## config.mk

```make
export PLATFORM = sky130hd
export DESIGN_NAME = alu_rr_scheduler
export DESIGN_NICKNAME = d
export VERILOG_FILES = /design/src/rtl/alu_rr_scheduler.sv
export SDC_FILE = /design/constraint.sdc
export NUM_CORES = 1
export LEC_CHECK = 0
export ABC_AREA = 1
export CELL_PAD_IN_SITES_DETAIL_PLACEMENT = 1
export CELL_PAD_IN_SITES_GLOBAL_PLACEMENT = 1
export CORE_MARGIN = 5
export CORE_UTILIZATION = 25
export CTS_CLUSTER_SIZE = 25
export DETAILED_ROUTE_END_ITERATION = 10
export PLACE_DENSITY_LB_ADDON = 0.05
export RECOVER_POWER = 50
export SETUP_SLACK_MARGIN = 0.15
export SLEW_MARGIN = 20
export SYNTH_ARGS = -nofsm -noshare
export SYNTH_HDL_FRONTEND = slang
export SYNTH_SLANG_ARGS = --single-unit
```

## constraint.sdc

```tcl
create_clock -name CLK -period 2.4 [get_ports CLK]
set_clock_uncertainty 0.2 [all_clocks]
set_input_delay 0.48 -clock CLK [delete_from_list [all_inputs] [get_ports CLK]]
set_output_delay 0.48 -clock CLK [all_outputs]
set_load 0.005 [all_outputs]
```

## src/rtl/alu_rr_scheduler.sv

```systemverilog
// -----------------------------------------------------------------------------
// alu_rr_scheduler
//
// Shares a single ALU between NUM_REQ command sources. One command is taken
// at a time: a round-robin arbiter picks a requester in IDLE, the operands
// and function code are registered toward the ALU, a one-cycle ALU_EN strobe
// issues the operation, and the scheduler waits for ALU_OUT_VALID or a
// TIMEOUT-cycle timeout. The result (or an error marker) is returned with
// the owning requester's index over a valid/ready response channel.
//
// Ports
//   CLK            rising-edge clock
//   RST            synchronous active-high reset
//   REQ_VALID      per-requester command valid            [NUM_REQ]
//   REQ_READY      per-requester accept (one-hot or zero)  [NUM_REQ]
//   REQ_A/REQ_B    operands, requester i at slice i        [NUM_REQ*DATA_WIDTH]
//   REQ_FUN        function code, slice i                  [NUM_REQ*4]
//   ALU_A/ALU_B    registered operands to the ALU          [DATA_WIDTH]
//   ALU_FUN        registered function code to the ALU     [4]
//   ALU_EN         one-cycle issue strobe
//   ALU_OUT        ALU result                              [DATA_WIDTH]
//   ALU_OUT_VALID  ALU result valid (only honoured while waiting)
//   RSP_VALID      response valid
//   RSP_READY      response consumer ready
//   RSP_ID         requester owning the response           [IDW]
//   RSP_DATA       result, zero on timeout                 [DATA_WIDTH]
//   RSP_ERR        1 = timeout, no ALU result
//   BUSY           1 whenever the scheduler is not idle
// -----------------------------------------------------------------------------
module alu_rr_scheduler #(
    parameter int  NUM_REQ    = 4,
    parameter int  DATA_WIDTH = 16,
    parameter int  TIMEOUT    = 8,
    localparam int IDW        = (NUM_REQ > 1) ? $clog2(NUM_REQ) : 1
) (
    input  logic                          CLK,
    input  logic                          RST,
    input  logic [NUM_REQ-1:0]            REQ_VALID,
    output logic [NUM_REQ-1:0]            REQ_READY,
    input  logic [NUM_REQ*DATA_WIDTH-1:0] REQ_A,
    input  logic [NUM_REQ*DATA_WIDTH-1:0] REQ_B,
    input  logic [NUM_REQ*4-1:0]          REQ_FUN,
    output logic [DATA_WIDTH-1:0]         ALU_A,
    output logic [DATA_WIDTH-1:0]         ALU_B,
    output logic [3:0]                    ALU_FUN,
    output logic                          ALU_EN,
    input  logic [DATA_WIDTH-1:0]         ALU_OUT,
    input  logic                          ALU_OUT_VALID,
    output logic                          RSP_VALID,
    input  logic                          RSP_READY,
    output logic [IDW-1:0]                RSP_ID,
    output logic [DATA_WIDTH-1:0]         RSP_DATA,
    output logic                          RSP_ERR,
    output logic                          BUSY
);

    // Counter only has to reach TIMEOUT-1.
    localparam int CNTW = (TIMEOUT > 1) ? $clog2(TIMEOUT) : 1;
    // One extra bit so pointer+offset never overflows before the wrap.
    localparam int SW   = IDW + 1;

    typedef enum logic [1:0] {
        ST_IDLE  = 2'd0,
        ST_ISSUE = 2'd1,
        ST_WAIT  = 2'd2,
        ST_RESP  = 2'd3
    } state_e;

    state_e                  state_q,     state_d;
    logic [IDW-1:0]          ptr_q,       ptr_d;
    logic [CNTW-1:0]         cnt_q,       cnt_d;
    logic [DATA_WIDTH-1:0]   alu_a_q,     alu_a_d;
    logic [DATA_WIDTH-1:0]   alu_b_q,     alu_b_d;
    logic [3:0]              alu_fun_q,   alu_fun_d;
    logic                    alu_en_q,    alu_en_d;
    logic                    rsp_valid_q, rsp_valid_d;
    logic [IDW-1:0]          rsp_id_q,    rsp_id_d;
    logic [DATA_WIDTH-1:0]   rsp_data_q,  rsp_data_d;
    logic                    rsp_err_q,   rsp_err_d;
    logic                    busy_q,      busy_d;

    logic [IDW-1:0]          grant_s;
    logic                    grant_vld_s;
    logic [NUM_REQ-1:0]      req_ready_s;

    // Round-robin grant: first valid requester at or above the pointer,
    // wrapping. Scanning offsets from highest to lowest lets the smallest
    // offset overwrite the others, so no "found" flag is needed.
    always_comb begin
        logic [SW-1:0] sum_v;
        logic [IDW-1:0] idx_v;
        grant_s     = '0;
        grant_vld_s = 1'b0;
        sum_v       = '0;
        idx_v       = '0;
        for (int k = NUM_REQ - 1; k >= 0; k--) begin
            sum_v = {1'b0, ptr_q} + SW'(k);
            if (sum_v >= SW'(NUM_REQ)) begin
                sum_v = sum_v - SW'(NUM_REQ);
            end else begin
                sum_v = sum_v;
            end
            idx_v = sum_v[IDW-1:0];
            if (REQ_VALID[idx_v]) begin
                grant_s     = idx_v;
                grant_vld_s = 1'b1;
            end else begin
                grant_s     = grant_s;
                grant_vld_s = grant_vld_s;
            end
        end
    end

    // Accept is combinational so the requester sees it in the grant cycle.
    always_comb begin
        req_ready_s = '0;
        if ((state_q == ST_IDLE) && grant_vld_s) begin
            req_ready_s[grant_s] = 1'b1;
        end else begin
            req_ready_s = '0;
        end
    end

    // Next-state and datapath updates; every register holds by default.
    always_comb begin
        state_d    = state_q;
        ptr_d      = ptr_q;
        cnt_d      = cnt_q;
        alu_a_d    = alu_a_q;
        alu_b_d    = alu_b_q;
        alu_fun_d  = alu_fun_q;
        rsp_id_d   = rsp_id_q;
        rsp_data_d = rsp_data_q;
        rsp_err_d  = rsp_err_q;

        case (state_q)
            ST_IDLE: begin
                if (grant_vld_s) begin
                    alu_a_d   = REQ_A[int'(grant_s)*DATA_WIDTH +: DATA_WIDTH];
                    alu_b_d   = REQ_B[int'(grant_s)*DATA_WIDTH +: DATA_WIDTH];
                    alu_fun_d = REQ_FUN[int'(grant_s)*4 +: 4];
                    rsp_id_d  = grant_s;
                    state_d   = ST_ISSUE;
                end else begin
                    state_d   = ST_IDLE;
                end
            end
            ST_ISSUE: begin
                cnt_d   = '0;
                state_d = ST_WAIT;
            end
            ST_WAIT: begin
                // A result on the final allowed cycle still wins over timeout.
                if (ALU_OUT_VALID) begin
                    rsp_data_d = ALU_OUT;
                    rsp_err_d  = 1'b0;
                    state_d    = ST_RESP;
                end else if (cnt_q == CNTW'(TIMEOUT - 1)) begin
                    rsp_data_d = '0;
                    rsp_err_d  = 1'b1;
                    state_d    = ST_RESP;
                end else begin
                    cnt_d      = cnt_q + CNTW'(1);
                    state_d    = ST_WAIT;
                end
            end
            ST_RESP: begin
                if (RSP_READY) begin
                    // Next search starts just after the requester just served.
                    if (rsp_id_q == IDW'(NUM_REQ - 1)) begin
                        ptr_d = '0;
                    end else begin
                        ptr_d = rsp_id_q + IDW'(1);
                    end
                    state_d = ST_IDLE;
                end else begin
                    state_d = ST_RESP;
                end
            end
            default: begin
                state_d = ST_IDLE;
            end
        endcase

        // Status outputs are registered decodes of the upcoming state.
        alu_en_d    = (state_d == ST_ISSUE);
        rsp_valid_d = (state_d == ST_RESP);
        busy_d      = (state_d != ST_IDLE);
    end

    // State and output registers with synchronous reset.
    always_ff @(posedge CLK) begin
        if (RST) begin
            state_q     <= ST_IDLE;
            ptr_q       <= '0;
            cnt_q       <= '0;
            alu_a_q     <= '0;
            alu_b_q     <= '0;
            alu_fun_q   <= 4'd0;
            alu_en_q    <= 1'b0;
            rsp_valid_q <= 1'b0;
            rsp_id_q    <= '0;
            rsp_data_q  <= '0;
            rsp_err_q   <= 1'b0;
            busy_q      <= 1'b0;
        end else begin
            state_q     <= state_d;
            ptr_q       <= ptr_d;
            cnt_q       <= cnt_d;
            alu_a_q     <= alu_a_d;
            alu_b_q     <= alu_b_d;
            alu_fun_q   <= alu_fun_d;
            alu_en_q    <= alu_en_d;
            rsp_valid_q <= rsp_valid_d;
            rsp_id_q    <= rsp_id_d;
            rsp_data_q  <= rsp_data_d;
            rsp_err_q   <= rsp_err_d;
            busy_q      <= busy_d;
        end
    end

    assign REQ_READY = req_ready_s;
    assign ALU_A     = alu_a_q;
    assign ALU_B     = alu_b_q;
    assign ALU_FUN   = alu_fun_q;
    assign ALU_EN    = alu_en_q;
    assign RSP_VALID = rsp_valid_q;
    assign RSP_ID    = rsp_id_q;
    assign RSP_DATA  = rsp_data_q;
    assign RSP_ERR   = rsp_err_q;
    assign BUSY      = busy_q;

endmodule

```

# After elaboration in Yosys (flattened, before gate mapping)
# Index checks and enable logic that the tools add are counted.
totals:
  reg_bits: 65
  output_inout_bits: 62
  wordCells: 89
classes:
  addsub: 9
  order_cmp: 10
  n_eq_ne: 9
  shifts: 3
  mux: 36
  n_reduce_logical: 10
ops:
  columns: ["operator", "n"]
  rows:
  - ["$shiftx 64x7->16", 2]
  - ["$mux 16", 2]
  - ["$mux 2", 10]
  - ["$shiftx 16x5->4", 1]
  - ["$lt 2x3->1 const B", 5]
  - ["$mux 1", 14]
  - ["$ge 3x3->1 const B", 3]
  - ["$bmux 1 s2", 4]
  - ["$eq 2x2->1 const B", 4]
  - ["$pmux 2 s4", 1]
  - ["$sub 2x1->2 const B", 4]
  - ["$add 2x2->3 const B", 2]
  - ["$mux 3", 2]
  - ["$pmux 3 s2", 1]
  - ["$reduce_and 2->1", 3]
  - ["$reduce_bool 2->1", 3]
  - ["$eq 2x1->1 const B", 2]
  - ["$mux 4", 1]
  - ["$ne 2x2->1 const B", 2]
  - ["$add 2x1->3 const B", 1]
  - ["$add 3x1->3 const B", 1]
  - ["$eq 3x3->1 const B", 1]
  - ["$ge 2x3->1 const B", 1]
  - ["$reduce_and 3->1", 1]
  - ["other kinds (5)", 6]

# Longest topological paths before layout
depth:
  word_depth: 14
  mapped_depth: 17
  ltp_nobuf: 14

# Worst setup path before layout
# OpenSTA, ideal clock, no wires.
synth_path:
  path_kind: "input to output"
  startpoint: "input port REQ_VALID[3]"
  endpoint: "output port REQ_READY[1]"
  arrival_ns: 1.519
  setup_slack_ns: 0.201
  stages: 10
  path_buffers: 2
  path_cell_list: "inv_1 o21ai_1 nor2_1 nand3_1 nand3_1 inv_2 buf_2 buf_4 nand2_1 nor2_1"
synth_via:
  elab_chain_cells: 11
  elab_cells_between_ends: 23
  classes_between: "order compare (2); mux (19); reduce/logical (2)"
synth_lines:
  columns: ["element", "line_no", "source"]
  rows:
  - ["from (decl)", "38", "input logic [NUM_REQ-1:0] REQ_VALID,"]
  - ["$bmux 1 s2", "104", "if (REQ_VALID[idx_v]) begin"]
  - ["$mux 1 (not written as such)", "104", null]
  - ["$mux 2 (4 in a row)", "104", null]
  - ["$lt 2x3->1 (not written as such) / $ge 2x1->1 (equally long branches)", "118", "req_ready_s[grant_s] = 1'b1;"]
  - ["$logic_and 1x1->1 (not written as such)", "118", null]
  - ["$mux 1 (not written as such)", "118", null]
  - ["$demux 1 s2", "118", null]
  - ["$mux 4 *", "117", "if ((state_q == ST_IDLE) && grant_vld_s) begin"]
  - ["to (decl)", "39", "output logic [NUM_REQ-1:0] REQ_READY,"]
# Mark *: on every way between the ends. The rest lies on a longest branch, timed or not. The select of a mux whose other input is x is not followed.

# Final worst setup path
layout_path:
  startpoint: "register ptr_q[0]"
  endpoint: "output port REQ_READY[3]"
layout_via:
  elab_chain_cells: 14
  elab_cells_between_ends: 38
  classes_between: "add/sub (7); order compare (6); mux (23); reduce/logical (2)"
layout_lines:
  columns: ["element", "line_no", "source"]
  rows:
  - ["from (decl)", "70", "logic [IDW-1:0] ptr_q, ptr_d;"]
  - ["from (signal assigned)", "208", "ptr_q <= ptr_d;"]
  - ["$add 2x2->3", "97", "sum_v = {1'b0, ptr_q} + SW'(k);"]
  - ["$ge 3x3->1 / $sub 2x1->2 (equally long branches)", "98, 99", null]
  - ["$mux 2", "98", "if (sum_v >= SW'(NUM_REQ)) begin"]
  - ["$bmux 1 s2", "104", null]
  - ["$mux 1 (not written as such)", "104", null]
  - ["$mux 2 (4 in a row)", "104", null]
  - ["$lt 2x3->1 (not written as such) / $ge 2x1->1 (equally long branches)", "118", null]
  - ["$logic_and 1x1->1 (not written as such)", "118", null]
  - ["$mux 1 (not written as such)", "118", null]
  - ["$demux 1 s2", "118", null]
  - ["$mux 4 *", "117", null]
# Marked as above.

==> impl_metrics.json <==
{
  "synth_enable_flop_cells": 0,
  "cts_max_level": 3,
  "die_y_um": 146.0,
  "synth_seq_cells": 65,
  "synth-async-reset-ratio_pct": 0,
  "syn_area_per_cell_um2": 5.765,
  "synth_fp_nets": 973,
  "status": "finished with violations",
  "whs_endpoint": "RSP_DATA[12]$_SDFFE_PP0P_",
  "timing.rr.start": "ptr_q[0]$_SDFFE_PP0P_",
  "critPathArrivalTime_ns": 1.75,
  "grt_pass1_wl_um": 28530,
  "startpoint_type": "flop",
  "track_usage_pct": 16.38,
  "drtIter0Drc": 157,
  "fin_crit_sh_pct": 101.4,
  "grt_pass1_vias": 5386,
  "worstPathCellList": "buf_8 -> nand2_4 -> nand3_4 -> nand2_4 -> nand3_4 -> nand2_4 -> nand2_4 -> nand2_4 -> nand2_4 -> nor2_4 -> buf_2",
  "synth_flop_cell": "dfxtp_1",
  "gr-total-overflow": 0,
  "path_common_cell": "nand2_4",
  "cp_slowest_stage_delay_ns": 0.39,
  "tightest_slew_ns": 0.4389,
  "timing.fmax_ghz": 0.4110,
  "ant_nets": 0,
  "yosysTopAreaCell": "dfxtp_1",
  "yosys-top-cells-area": "dfxtp_1 28%, nand3_1 19%, inv_1 16%, nand2_1 14%, nor2_1 6.6%",
  "layout-drive-gt1-share_pct": 10.18,
  "cp_max_fo": 6,
  "hp-class": "reg2reg",
  "rrSetupSlack_ns": 0.07,
  "start_util_pct": 25.56,
  "hpwl_um": 13300,
  "hp-start": "RSP_DATA[12]$_SDFFE_PP0P_",
  "clock-sinks": 65,
  "maxCapViolCount": 0,
  "slew_headroom_pct": 70.74,
  "wl_per_cell_um": 14.72,
  "hold-worst-slack_ns": 0.2576,
  "total_power_mw": 5.146,
  "cp_slowest_cell": "dfxtp_4",
  "vias_per_cell": 4.363,
  "antenna_found_initial": 0,
  "layout_setup_ws_ns": -0.03315,
  "final-setup-viol-count": 3,
  "reg2reg_to": "ALU_B[7]$_SDFFE_PP0P_",
  "r2r_cells": 15,
  "coreArea_um2": 18090,
  "hold_path_depth": 2,
  "critPathKind": "reg2out",
  "rsz0062_at_grt": "true",
  "vias": 5497,
  "slew_viol_final": 0,
  "synth_area_um2": 4623,
  "fin_crit_ns": 2.433,
  "synth.distinct_cells": 25,
  "drt_pre_antenna_iters": 4,
  "powerDensity_nw_per_um2": 663.0,
  "rows": 49,
  "worstSkewPairLatency_ns": 0.33,
  "netlist_top_cells_count": "198 x inv_1, 180 x nand3_1, 168 x nand2_1",
  "cts_root_buf": "clkbuf_16",
  "power.leakage_nw": 4.005,
  "place_ws_ns": -0.7889,
  "fp.dieW_um": 146.0,
  "cts_made_buffers": 9,
  "yosysMostFrequentCell": "inv_1",
  "clockBufferDepth": 2,
  "layout.nets": 1197,
  "cts_tree": "yes",
  "fin_util_pct": 42.91,
  "yosys_warnings": 0,
  "dieArea_um2": 21310,
  "finalHoldViolCount": 0,
  "pin_count": 230,
  "vdd.ir_drop.worst_mv": 0.3314,
  "synthCells": 802,
  "io_buffers": 229,
  "violations": "negative setup slack",
  "syn_to_final_growth_pct": 67.88,
  "fin_tns_setup_ns": -0.05875,
  "critPathRequiredTime_ns": 1.72,
  "place.gp.congestion": 0.7865,
  "drt_wl_total_um": 18550,
  "num_antenna_cells": 0,
  "yosysSeqAreaShare_pct": 28.15,
  "synth_top_area_share_pct": 28.15,
  "grt_max_degree": 48,
  "clk_pin_slew_worst_paths_ns": 0.06,
  "drc_errors": 0,
  "worstSetupEndpointType": "output port"
}
==> kinds of logic (layout without fill, tap and decap cells) <==
| kind of cell | after synthesis | in the layout | share of synthesized area, % |
|---|---|---|---|
| compound gates | 34 | 34 | 3.978 |
| buf+inv | 253 | 482 | 23.73 |
| simple gates | 447 | 447 | 43.33 |
| flops | 65 | 65 | 28.15 |
| fa+ha+maj | 3 | 3 | 0.8120 |
==> through the flow <==
step / cell area, um2 / instances
4_1_cts: 7580 / 1254
3_5_place_dp: 7077 / 1234
5_1_grt: 7761 / 1260
3_3_place_gp: 7077 / 1234
2_1_floorplan: 4623 / 802
6_report: 7761 / 1260
==> state kept, by name, summed over array words and instances (netlist names) <==
signal     count
ALU_B         16
state_q        2
ALU_EN         1
RSP_VALID      1
RSP_ERR        1
ALU_A         16
cnt_q          3
ptr_q          2
RSP_DATA      16
BUSY           1
ALU_FUN        4
RSP_ID         2
==> cell usage in the layout (no fill, tap or decap), drive strengths merged <==
master and n:
a211oi 1, nand2 171, ha 3, dfxtp 65, a21oi 23, dlygate4sd3 1, clkdlybuf4s50 219, bufinv 3
a311oi 1, dlygate4sd2 4, nand3 192, o211ai 2, clkbuf 13, clkinvlp 1, or2 1, o21ai 5
inv 203, a31oi 2, clkinv 1, nor2 83, buf 37
==> metal layers <==
layer	vias up	global-route usage, %	wire (um)
met3	16	4.765	1180
met1	2500	19.34	7871
met2	128	28.77	9181
li1	2853	-	-
met4	0	4.892	315
met5	-	0	0
==> worst max path at each step <==
stage	startpoint	end
floorplan	REQ_VALID[3]	REQ_READY[1]
global placement	REQ_VALID[3]	REQ_READY[3]
detailed placement	REQ_VALID[3]	REQ_READY[3]
CTS	ptr_q[0]$_SDFFE_PP0P_	REQ_READY[3]
global route	ptr_q[0]$_SDFFE_PP0P_	REQ_READY[3]
finish	ptr_q[0]$_SDFFE_PP0P_	REQ_READY[3]
==> repair_timing <==
| action | 4_1_cts | 5_1_grt |
|---|---|---|
| endpoints found under the hold margin | 0 | 0 |
| cloned | 0 | 2 |
| gates resized for setup | 62 | 22 |
| buffers inserted | 4 | 4 |
| hold buffers | 0 | 0 |
| endpoints found under the setup margin | 41 | 41 |
| pin swaps | 18 | 8 |
==> power by group <==
group	switching [mW]	internal [mW]
combinational	1.12	1.10
sequential	0.108	1.28
clock	0.497	1.04
total	1.73	3.42
==> final cells by class <==
type | instances | area, um2
Clock buffer | 11 | 242.7
Clock inverter | 5 | 102.6
Fill cell | 2339 | 10320
Inverter | 203 | 772.0
Multi-Input combinational cell | 484 | 2412
Sequential cell | 65 | 1305
Tap cell | 229 | 286.5
Timing Repair Buffer | 263 | 2640
==> critical path: cells and delay by family, from the launching register on <==
kind	cells	cell delay (ns)
flops	1	0.39
simple gates	9	0.77
buf+inv	2	0.27
Note: power is estimated with default switching activity, not from simulation.
